File: src/rtl/mmio_controller.sv
// MMIO controller for the 0xF000_0000 region: req/ack bus FSM, HEX/LEDR registers,
// synchronised SW and debounced KEY with W1C press flags. Define MMIO_KEY_IRQ_EN for kmask/irq.

module mmio_key_debounce #(
  parameter int CYCLES = 1000
) (
  input  logic clk,
  input  logic reset,
  input  logic pressed,
  input  logic clr,
  output logic state,
  output logic kedge
);
  localparam int CW = $clog2(CYCLES + 1);
  localparam logic [CW-1:0] LAST = CW'(CYCLES - 1);

  logic [CW-1:0] cnt;
  logic          flip;
  logic          rise;

  assign flip = (pressed != state) && (cnt == LAST);
  assign rise = flip && !state;

  // Counter clears on any agreement, so it never runs past LAST.
  always_ff @(posedge clk or negedge reset) begin
    if (!reset) begin
      cnt   <= '0;
      state <= 1'b0;
    end else if (pressed != state) begin
      if (flip) begin
        state <= ~state;
        cnt   <= '0;
      end else begin
        cnt <= cnt + 1'b1;
      end
    end else begin
      cnt <= '0;
    end
  end

  // A new press beats a same-cycle clear.
  always_ff @(posedge clk or negedge reset) begin
    if (!reset) kedge <= 1'b0;
    else        kedge <= rise | (kedge & ~clr);
  end
endmodule

module mmio_controller #(
  parameter int              DBITS           = 32,
  parameter logic [DBITS-1:0] ADDR_HEX       = 32'hF0000000,
  parameter logic [DBITS-1:0] ADDR_LEDR      = 32'hF0000004,
  parameter logic [DBITS-1:0] ADDR_KEY       = 32'hF0000010,
  parameter logic [DBITS-1:0] ADDR_SW        = 32'hF0000014,
  parameter logic [DBITS-1:0] ADDR_KSTAT     = 32'hF0000110,
  parameter logic [DBITS-1:0] ADDR_KMASK     = 32'hF0000114,
  parameter int              DEBOUNCE_CYCLES = 1000
) (
  input  logic             clk,
  input  logic             reset,
  input  logic [DBITS-1:0] addr,
  input  logic [DBITS-1:0] wdata,
  input  logic             we,
  input  logic             re,
  output logic             hit,
  output logic [DBITS-1:0] rdata,
  output logic             ack,
  input  logic [3:0]       key_in,
  input  logic [9:0]       sw_in,
  output logic [15:0]      hex_out,
  output logic [9:0]       ledr_out
`ifdef MMIO_KEY_IRQ_EN
  ,output logic            irq
`endif
);
  localparam int NUM_KEYS = 4;

  typedef enum logic [1:0] {S_IDLE, S_RD, S_ACK} state_t;

  state_t              state, state_nxt;
  logic                wr_en, rd_latch;
  logic [DBITS-1:0]    rd_mux;
  logic [NUM_KEYS-1:0] key_s1, key_s2, key_pressed;
  logic [9:0]          sw_s1, sw_sync;
  logic [NUM_KEYS-1:0] kstate, kedge, kclr;
  logic                unused_wdata;

  assign unused_wdata = ^wdata[DBITS-1:16];
  assign hit = (addr[DBITS-1 -: 4] == 4'hF);
  assign ack = (state == S_ACK);

  always_ff @(posedge clk or negedge reset) begin
    if (!reset) state <= S_IDLE;
    else        state <= state_nxt;
  end

  // Writes commit on the IDLE edge; reads take one extra cycle in RD to latch.
  always_comb begin
    state_nxt = state;
    wr_en     = 1'b0;
    rd_latch  = 1'b0;
    case (state)
      S_IDLE: begin
        if (hit && we) begin
          wr_en     = 1'b1;
          state_nxt = S_ACK;
        end else if (hit && re) begin
          state_nxt = S_RD;
        end
      end
      S_RD: begin
        rd_latch  = 1'b1;
        state_nxt = S_ACK;
      end
      S_ACK:   state_nxt = S_IDLE;
      default: state_nxt = S_IDLE;
    endcase
  end

  always_ff @(posedge clk or negedge reset) begin
    if (!reset) begin
      key_s1  <= '0;
      key_s2  <= '0;
      sw_s1   <= '0;
      sw_sync <= '0;
    end else begin
      key_s1  <= key_in;
      key_s2  <= key_s1;
      sw_s1   <= sw_in;
      sw_sync <= sw_s1;
    end
  end

  // Board keys are active-low; invert after synchronising so pressed=1.
  assign key_pressed = ~key_s2;
  assign kclr = (wr_en && addr == ADDR_KSTAT) ? wdata[NUM_KEYS-1:0] : '0;

  mmio_key_debounce #(.CYCLES(DEBOUNCE_CYCLES)) u_db [NUM_KEYS-1:0] (
    .clk    (clk),
    .reset  (reset),
    .pressed(key_pressed),
    .clr    (kclr),
    .state  (kstate),
    .kedge  (kedge)
  );

  always_ff @(posedge clk or negedge reset) begin
    if (!reset) begin
      hex_out  <= '0;
      ledr_out <= '0;
    end else if (wr_en) begin
      if (addr == ADDR_HEX)  hex_out  <= wdata[15:0];
      if (addr == ADDR_LEDR) ledr_out <= wdata[9:0];
    end
  end

`ifdef MMIO_KEY_IRQ_EN
  logic [NUM_KEYS-1:0] kmask;

  always_ff @(posedge clk or negedge reset) begin
    if (!reset) begin
      kmask <= '0;
      irq   <= 1'b0;
    end else begin
      if (wr_en && addr == ADDR_KMASK) kmask <= wdata[NUM_KEYS-1:0];
      irq <= |(kedge & kmask);
    end
  end
`endif

  always_comb begin
    rd_mux = '0;
    case (addr)
      ADDR_HEX:   rd_mux = {{(DBITS-16){1'b0}}, hex_out};
      ADDR_LEDR:  rd_mux = {{(DBITS-10){1'b0}}, ledr_out};
      ADDR_KEY:   rd_mux = {{(DBITS-NUM_KEYS){1'b0}}, kstate};
      ADDR_SW:    rd_mux = {{(DBITS-10){1'b0}}, sw_sync};
      ADDR_KSTAT: rd_mux = {{(DBITS-NUM_KEYS){1'b0}}, kedge};
`ifdef MMIO_KEY_IRQ_EN
      ADDR_KMASK: rd_mux = {{(DBITS-NUM_KEYS){1'b0}}, kmask};
`endif
      default:    rd_mux = '0;
    endcase
  end

  always_ff @(posedge clk or negedge reset) begin
    if (!reset)        rdata <= '0;
    else if (rd_latch) rdata <= rd_mux;
  end
endmodule
File: config.mk
export PLATFORM = sky130hd
export DESIGN_NAME = mmio_controller
export DESIGN_NICKNAME = d
export VERILOG_FILES = /design/src/rtl/mmio_controller.sv
export SDC_FILE = /design/constraint.sdc
export NUM_CORES = 1
export LEC_CHECK = 0
export ABC_AREA = 1
export CAP_MARGIN = 20
export CORE_MARGIN = 8
export CORE_UTILIZATION = 49
export DETAILED_ROUTE_END_ITERATION = 10
export GPL_TIMING_DRIVEN = 0
export PLACE_DENSITY = 0.91
export SYNTH_ARGS = -nofsm -noshare
export SYNTH_HDL_FRONTEND = slang
export SYNTH_SLANG_ARGS = --single-unit
File: constraint.sdc
create_clock -name clk -period 2.15 [get_ports clk]
set_clock_uncertainty 0.15 [all_clocks]
set_input_delay 0.5375 -clock clk [delete_from_list [all_inputs] [get_ports clk]]
set_output_delay 0.5375 -clock clk [all_outputs]
set_load 0.02 [all_outputs]
Word-level counts from Yosys, hierarchy flattened

Cells that the tools add are included.

Add/subtract/negate cells: 4
Eq/ne operators: 17
Muxes and demuxes: 16
Bitwise logic cells: 17
Reduce and logical (&&, ||, !) cells: 22

Operator list:

| kind                                                                   | number |
|---|---|
| 32-bit equality test (second input constant)                           | 5 |
| 10-bit two-way mux                                                     | 8 |
| 16-bit one-hot mux with 5 select lines                                 | 1 |
| 10-bit by 1-bit adder with 10-bit output (second input constant)       | 4 |
| 10-bit equality test (second input constant)                           | 4 |
| 2-bit AND reduction                                                    | 6 |
| 1-bit logical AND                                                      | 11 |
| 1-bit inverter                                                         | 8 |
| 1-bit bitwise AND                                                      | 4 |
| 4-bit equality test (second input constant)                            | 1 |
| 1-bit zero test                                                        | 4 |
| 2-bit two-way mux                                                      | 2 |
| 4-bit two-way mux                                                      | 1 |
| 1-bit != test                                                          | 4 |
| 4-bit inverter                                                         | 1 |
| 1-bit OR                                                               | 4 |
| 2-bit one-hot mux with 2 select lines                                  | 1 |
| 1-bit two-way mux                                                      | 3 |
| 3-bit != test (second input constant)                                  | 1 |
| 2-bit by 1-bit equality test with 1-bit output (second input constant) | 1 |
| 2-bit equality test (second input constant)                            | 1 |
| 2-bit zero test                                                        | 1 |

Register bits after elaboration: 136
Input port bits: 82
Output and inout bits: 60
Word-level logic and storage cells: 96

Longest topological paths before layout

Word-level depth: 9
Mapped depth: 11
Mapped depth without buffers: 10

Cells and area by module

Synthesis repeated with hierarchy kept, for this count alone.

Cell total of the unflattened synthesis: 682
Area total of the unflattened synthesis: 5734.2 µm²

By module, submodules not included:

| module            | times used | cells an instance | area each (µm²) | seq. area each (µm²) |
|---|---|---|---|---|
| mmio_controller   | 1          | 366               | 3226.8          | 1801.7 |
| mmio_key_debounce | 4          | 79                | 626.9           | 300.3 |

Least setup slack after synthesis

Ideal clock, no wire load.

Path type: input port to flip-flop
From: in addr[29]
To: reg hex_out[6]
Setup time: 118 ps
Arrival time: 1685 ps
Path slack: 197 ps
Stages on the path: 8
Buffers on the path: 1
Cells stage by stage: nand2_1 > nor2_1 > nand4_1 > inv_2 > nand2_4 > buf_6 > nand2_1 > o21ai_2

Word-level cells in the longest chain between the ends: 5
Elaborated cells between the ends (all ways): 6
Those cells by class: 2 x eq/ne; 2 x mux; 2 x reduce/logical

Ends and longest elaborated chain:

| item                                 | RTL line | text |
|---|---|---|
| from (decl)                          | 60       | `input logic [DBITS-1:0] addr,` |
| 4-bit equality test                  | 88       | `assign hit = (addr[DBITS-1 -: 4] == 4'hF);` |
| named net hit                        | 64       | `output logic hit,` |
| 1-bit logical AND                    | 103      | `if (hit && we) begin` |
| 1-bit two-way mux                    | 103      |  |
| 1-bit two-way mux                    | 101      | `case (state)` |
| 2-bit AND reduction (no source line) | --       |  |
| to (signal assigned)                 | 151      | `if (addr == ADDR_HEX) hex_out <= wdata[15:0];` |
| to (decl)                            | 69       | `output logic [15:0] hex_out,` |

The timed path passes the listed nets, and every way through them passes these cells.
A chain may end at the register's enable or synchronous reset.

Final worst setup path

From: reg rdata[5]
To: out rdata[5]

RTL lines:

| item                   | RTL line | text |
|---|---|---|
| from (decl)            | 65       | `output logic [DBITS-1:0] rdata,` |
| from (signal assigned) | 187      | `else if (rd_latch) rdata <= rd_mux;` |

No word-level cell between the ends.

==> results_dict.tcl <==
set metrics [dict create \
    ctsLongestPathBuffers 2 \
    crit_path_max_incr_delay_ns 0.67 \
    antenna_cells_inserted 0 \
    initial_standard_cell_utilization_of_the_core_pct 49.49 \
    final-hold-violation-count 0 \
    clkLatencyLatePin_ns 0.41 \
    largest_net_degree_at_the_start_of_global_routing 71 \
    number_of_enable_flip_flop_cells_after_synthesis 0 \
    leakage_nw 3.950 \
    crit_path_required_time_ns 1.46 \
    max_freq_mhz 457.3 \
    max_slew.worst_pin.slew_ns 0.5875 \
    power_density_mw_per_mm2 774.7 \
    failed_checks "setup timing" \
    async_reset_ff_share_pct 100.0 \
    die_height_um 122.5 \
    worst_slack_ns -0.03699 \
    total_number_of_vias 5290 \
    period_minus_slack_ns 2.187 \
    top_level_ports 142 \
    design.die.area_mm2 0.01500 \
    clk_transition_reported_paths_ns 0.06 \
    slew_headroom_pct 60.83 \
    postSynthRegisterBits 120 \
    cp_max_fo 2 \
    critical_path_buf_inv_count 1 \
    sw_frac_of_total_pct 24.24 \
    critPathLaunchType "flip-flop" \
    wire_per_inst_um 17.79 \
    final-max-slew-violation-count 0 \
    yosysSeqAreaShare_pct 54.07 \
    gr-total-overflow 0 \
    fin_nets 900 \
    worstPathCellList "clkdlybuf4s50_1" \
    finalHoldWorstSlack_ns 0.1961 \
    setup_viol 6 \
    synth_ff_type "sky130_fd_sc_hd__dfrtp_1" \
    setup-tns-final_ns -0.08870 \
    regToRegSetupSlack_ns 0.20 \
    number_of_max_capacitance_violations_reported 0 \
    coreArea_mm2 0.01122 \
    fill_cells 729 \
    vdd_ir_drop_max_uv 426.7 \
    distinct_cell_type_count_after_synthesis 36 \
    sequential_cell_area_mm2 0.003003 \
    grt_pass1_wl_um 24200 \
    tot_gr_track_use_pct 20.69 \
    routed_wire_length_um 17250 \
    detailed_place_hpwl_um 10330 \
    yosysWarnings 0 \
    synth.avg_cell_area_um2 8.441 \
    grt_pass1_vias 5049 \
    htree_levels 4 \
    postRouteAntennaNets 0 \
    seq_power_share_pct 41.0 \
    area_of_combinational_cells_with_multiple_inputs_mm2 0.002130 \
    timing_worst_setup_path_type "reg2out" \
    grt_setup_unrepaired "true" \
    p_switching_w 0.001448 \
    area.growth.synth_to_final_pct 38.84 \
    synth_cells 658 \
    clock_buffers_created_by_tritoncts 17 \
    final_core_util_pct 68.71 \
    power_report.internal_total_w 0.004526 \
    power.clock.fraction_pct 47.9 \
    drt_first_iter_violations 474 \
    drc_violations_left 0 \
    p_comb_share_pct 11.2 \
    worstPathArrival_ns 1.50 \
    tritoncts_clock_tree "yes" \
    grt_antenna_before_repair 0 \
    final_layout_size_suffix_gt1_share_pct 14.03 \
    routabilityCongestion 0.8569 \
    endpoint_type_of_the_worst_setup_path "output port" \
    rows 39 \
    clock_sinks 120 \
    cpLargestDelayFamily "buffers and inverters" \
    post_drt_via_cell_ratio 5.454 \
    die_width_um 122.5 \
    cts_root_buf "sky130_fd_sc_hd__clkbuf_16" \
    crit_path_top_delay_cell "sky130_fd_sc_hd__clkdlybuf4s50_1" \
    dr.pass1.iters 7 \
    io_buffer_count 109 \
    mappedNetlistArea_mm2 0.005554 \
    min_period_over_period_pct 101.7 \
    tightest_hold_check_type "reg2reg" \
    outcome "finished, violations left" \
]
[state kept, by name, indices dropped and copies added, names as in the netlist, 10 cells and up]
name / cells
rdata: 16
hex_out: 16
sw_sync: 10
ledr_out: 10
u_db.cnt: 40
sw_s1: 10
[per-stage QoR]
step | total power, W | cell area, um^2 | instances | worst slack, ns
3_3_place_gp | 0.003092 | 6880 | 925 | -4.036
3_5_place_dp | 0.003117 | 6909 | 926 | -0.4844
2_1_floorplan | 0.002744 | 5610 | 673 | 0.1974
4_1_cts | 0.005955 | 7503 | 959 | -0.0008229
5_1_grt | 0.006156 | 7711 | 970 | -0.1046
6_report | 0.005974 | 7711 | 970 | -0.03699
[power by group through the flow]
stage                     registers [W]  clock network (W)  logic, W
final                           0.00245            0.00286  0.000666
after global routing            0.00246            0.00298  0.000717
after CTS                       0.00244            0.00286  0.000652
after detailed placement        0.00248                  0  0.000640
after global placement          0.00247                  0  0.000621
after floorplan                 0.00255                  0  0.000195
[final cells by class]
cell class / instances / area share, %
sequential: 120 / 38.94
multi-input combinational: 438 / 27.62
timing repair buffer: 121 / 16.40
clock buffer: 19 / 5.744
inverter: 93 / 4.527
buffer: 23 / 2.450
tap: 143 / 2.320
clock inverter: 13 / 1.996
[synthesized netlist by cell type (all sizes together), types with 5 or more instances]
master / n / area, um^2
buf: 22 / 177.7
inv: 93 / 349.1
nand3: 46 / 230.2
nor2: 75 / 304.0
nor3: 17 / 112.6
xor2: 6 / 52.55
xnor2: 5 / 43.79
dfrtp: 120 / 3003
o21ai: 40 / 237.7
nand2: 183 / 711.9
a21oi: 21 / 105.1
nand4: 7 / 43.79
[layer usage]
metal  vias up  wire, um  global-route usage [%]
met1      2456      6031                   23.15
li1       2344         -                       -
met5         -         0                       0
met2       365      8287                   34.34
met3       125      1687                   5.566
met4         0      1246                   13.71
[layout by cell type, fill, tap and decap left out, drive strengths merged, types with 3 or more instances in the layout]
cell type / count
a21oi: 21
nand2: 184
xor2: 6
dfrtp: 120
inv: 93
dlymetal6s2s: 11
clkdlybuf4s50: 88
clkinv: 6
ha: 4
dlygate4sd2: 8
nor2: 75
clkinvlp: 4
bufinv: 3
xnor2: 5
o21ai: 40
buf: 33
or2: 4
nor4: 3
nand3: 46
nand4: 7
nor3: 17
clkbuf: 22
conb: 16
[final timing paths]
| check | from | endpoint | depth (start not counted) |
|---|---|---|---|
| worst max-delay path | rdata[5]$_DFFE_PN0P_ | rdata[5] | 1 |
| worst min-delay path | sw_s1[6]$_DFF_PN0_ | sw_sync[6]$_DFF_PN0_ | 0 |
| worst max register to register | state[0]$_DFFE_PN0P_ | rdata[5]$_DFFE_PN0P_ | 6 |
| worst min register to register | sw_s1[6]$_DFF_PN0_ | sw_sync[6]$_DFF_PN0_ | 0 |
| max in group asynchronous | reset | ledr_out[7]$_DFFE_PN0P_ | 3 |
| min in group asynchronous | reset | hex_out[13]$_DFFE_PN0P_ | 2 |
[repair_timing]
item                                    CTS  global route
hold buffers                              1             0
resized for setup                        13            29
cloned                                    0             4
hold endpoints to repair                 50             0
pin swaps                                 0            10
endpoints found under the setup margin    9            42
setup buffers                             0             7
[logic make-up after synthesis]
kind of cell	Yosys count	share of synthesized area, %
AO/OA/AOI/OAI	67	7.141
flip-flops	120	54.07
other	1	0.06752
XOR/XNOR	11	1.735
adder cells (fa/ha/maj)	4	0.9011
AND/OR/NAND/NOR	339	26.54
buffers and inverters	116	9.552
(Power assumes the default switching activity.)
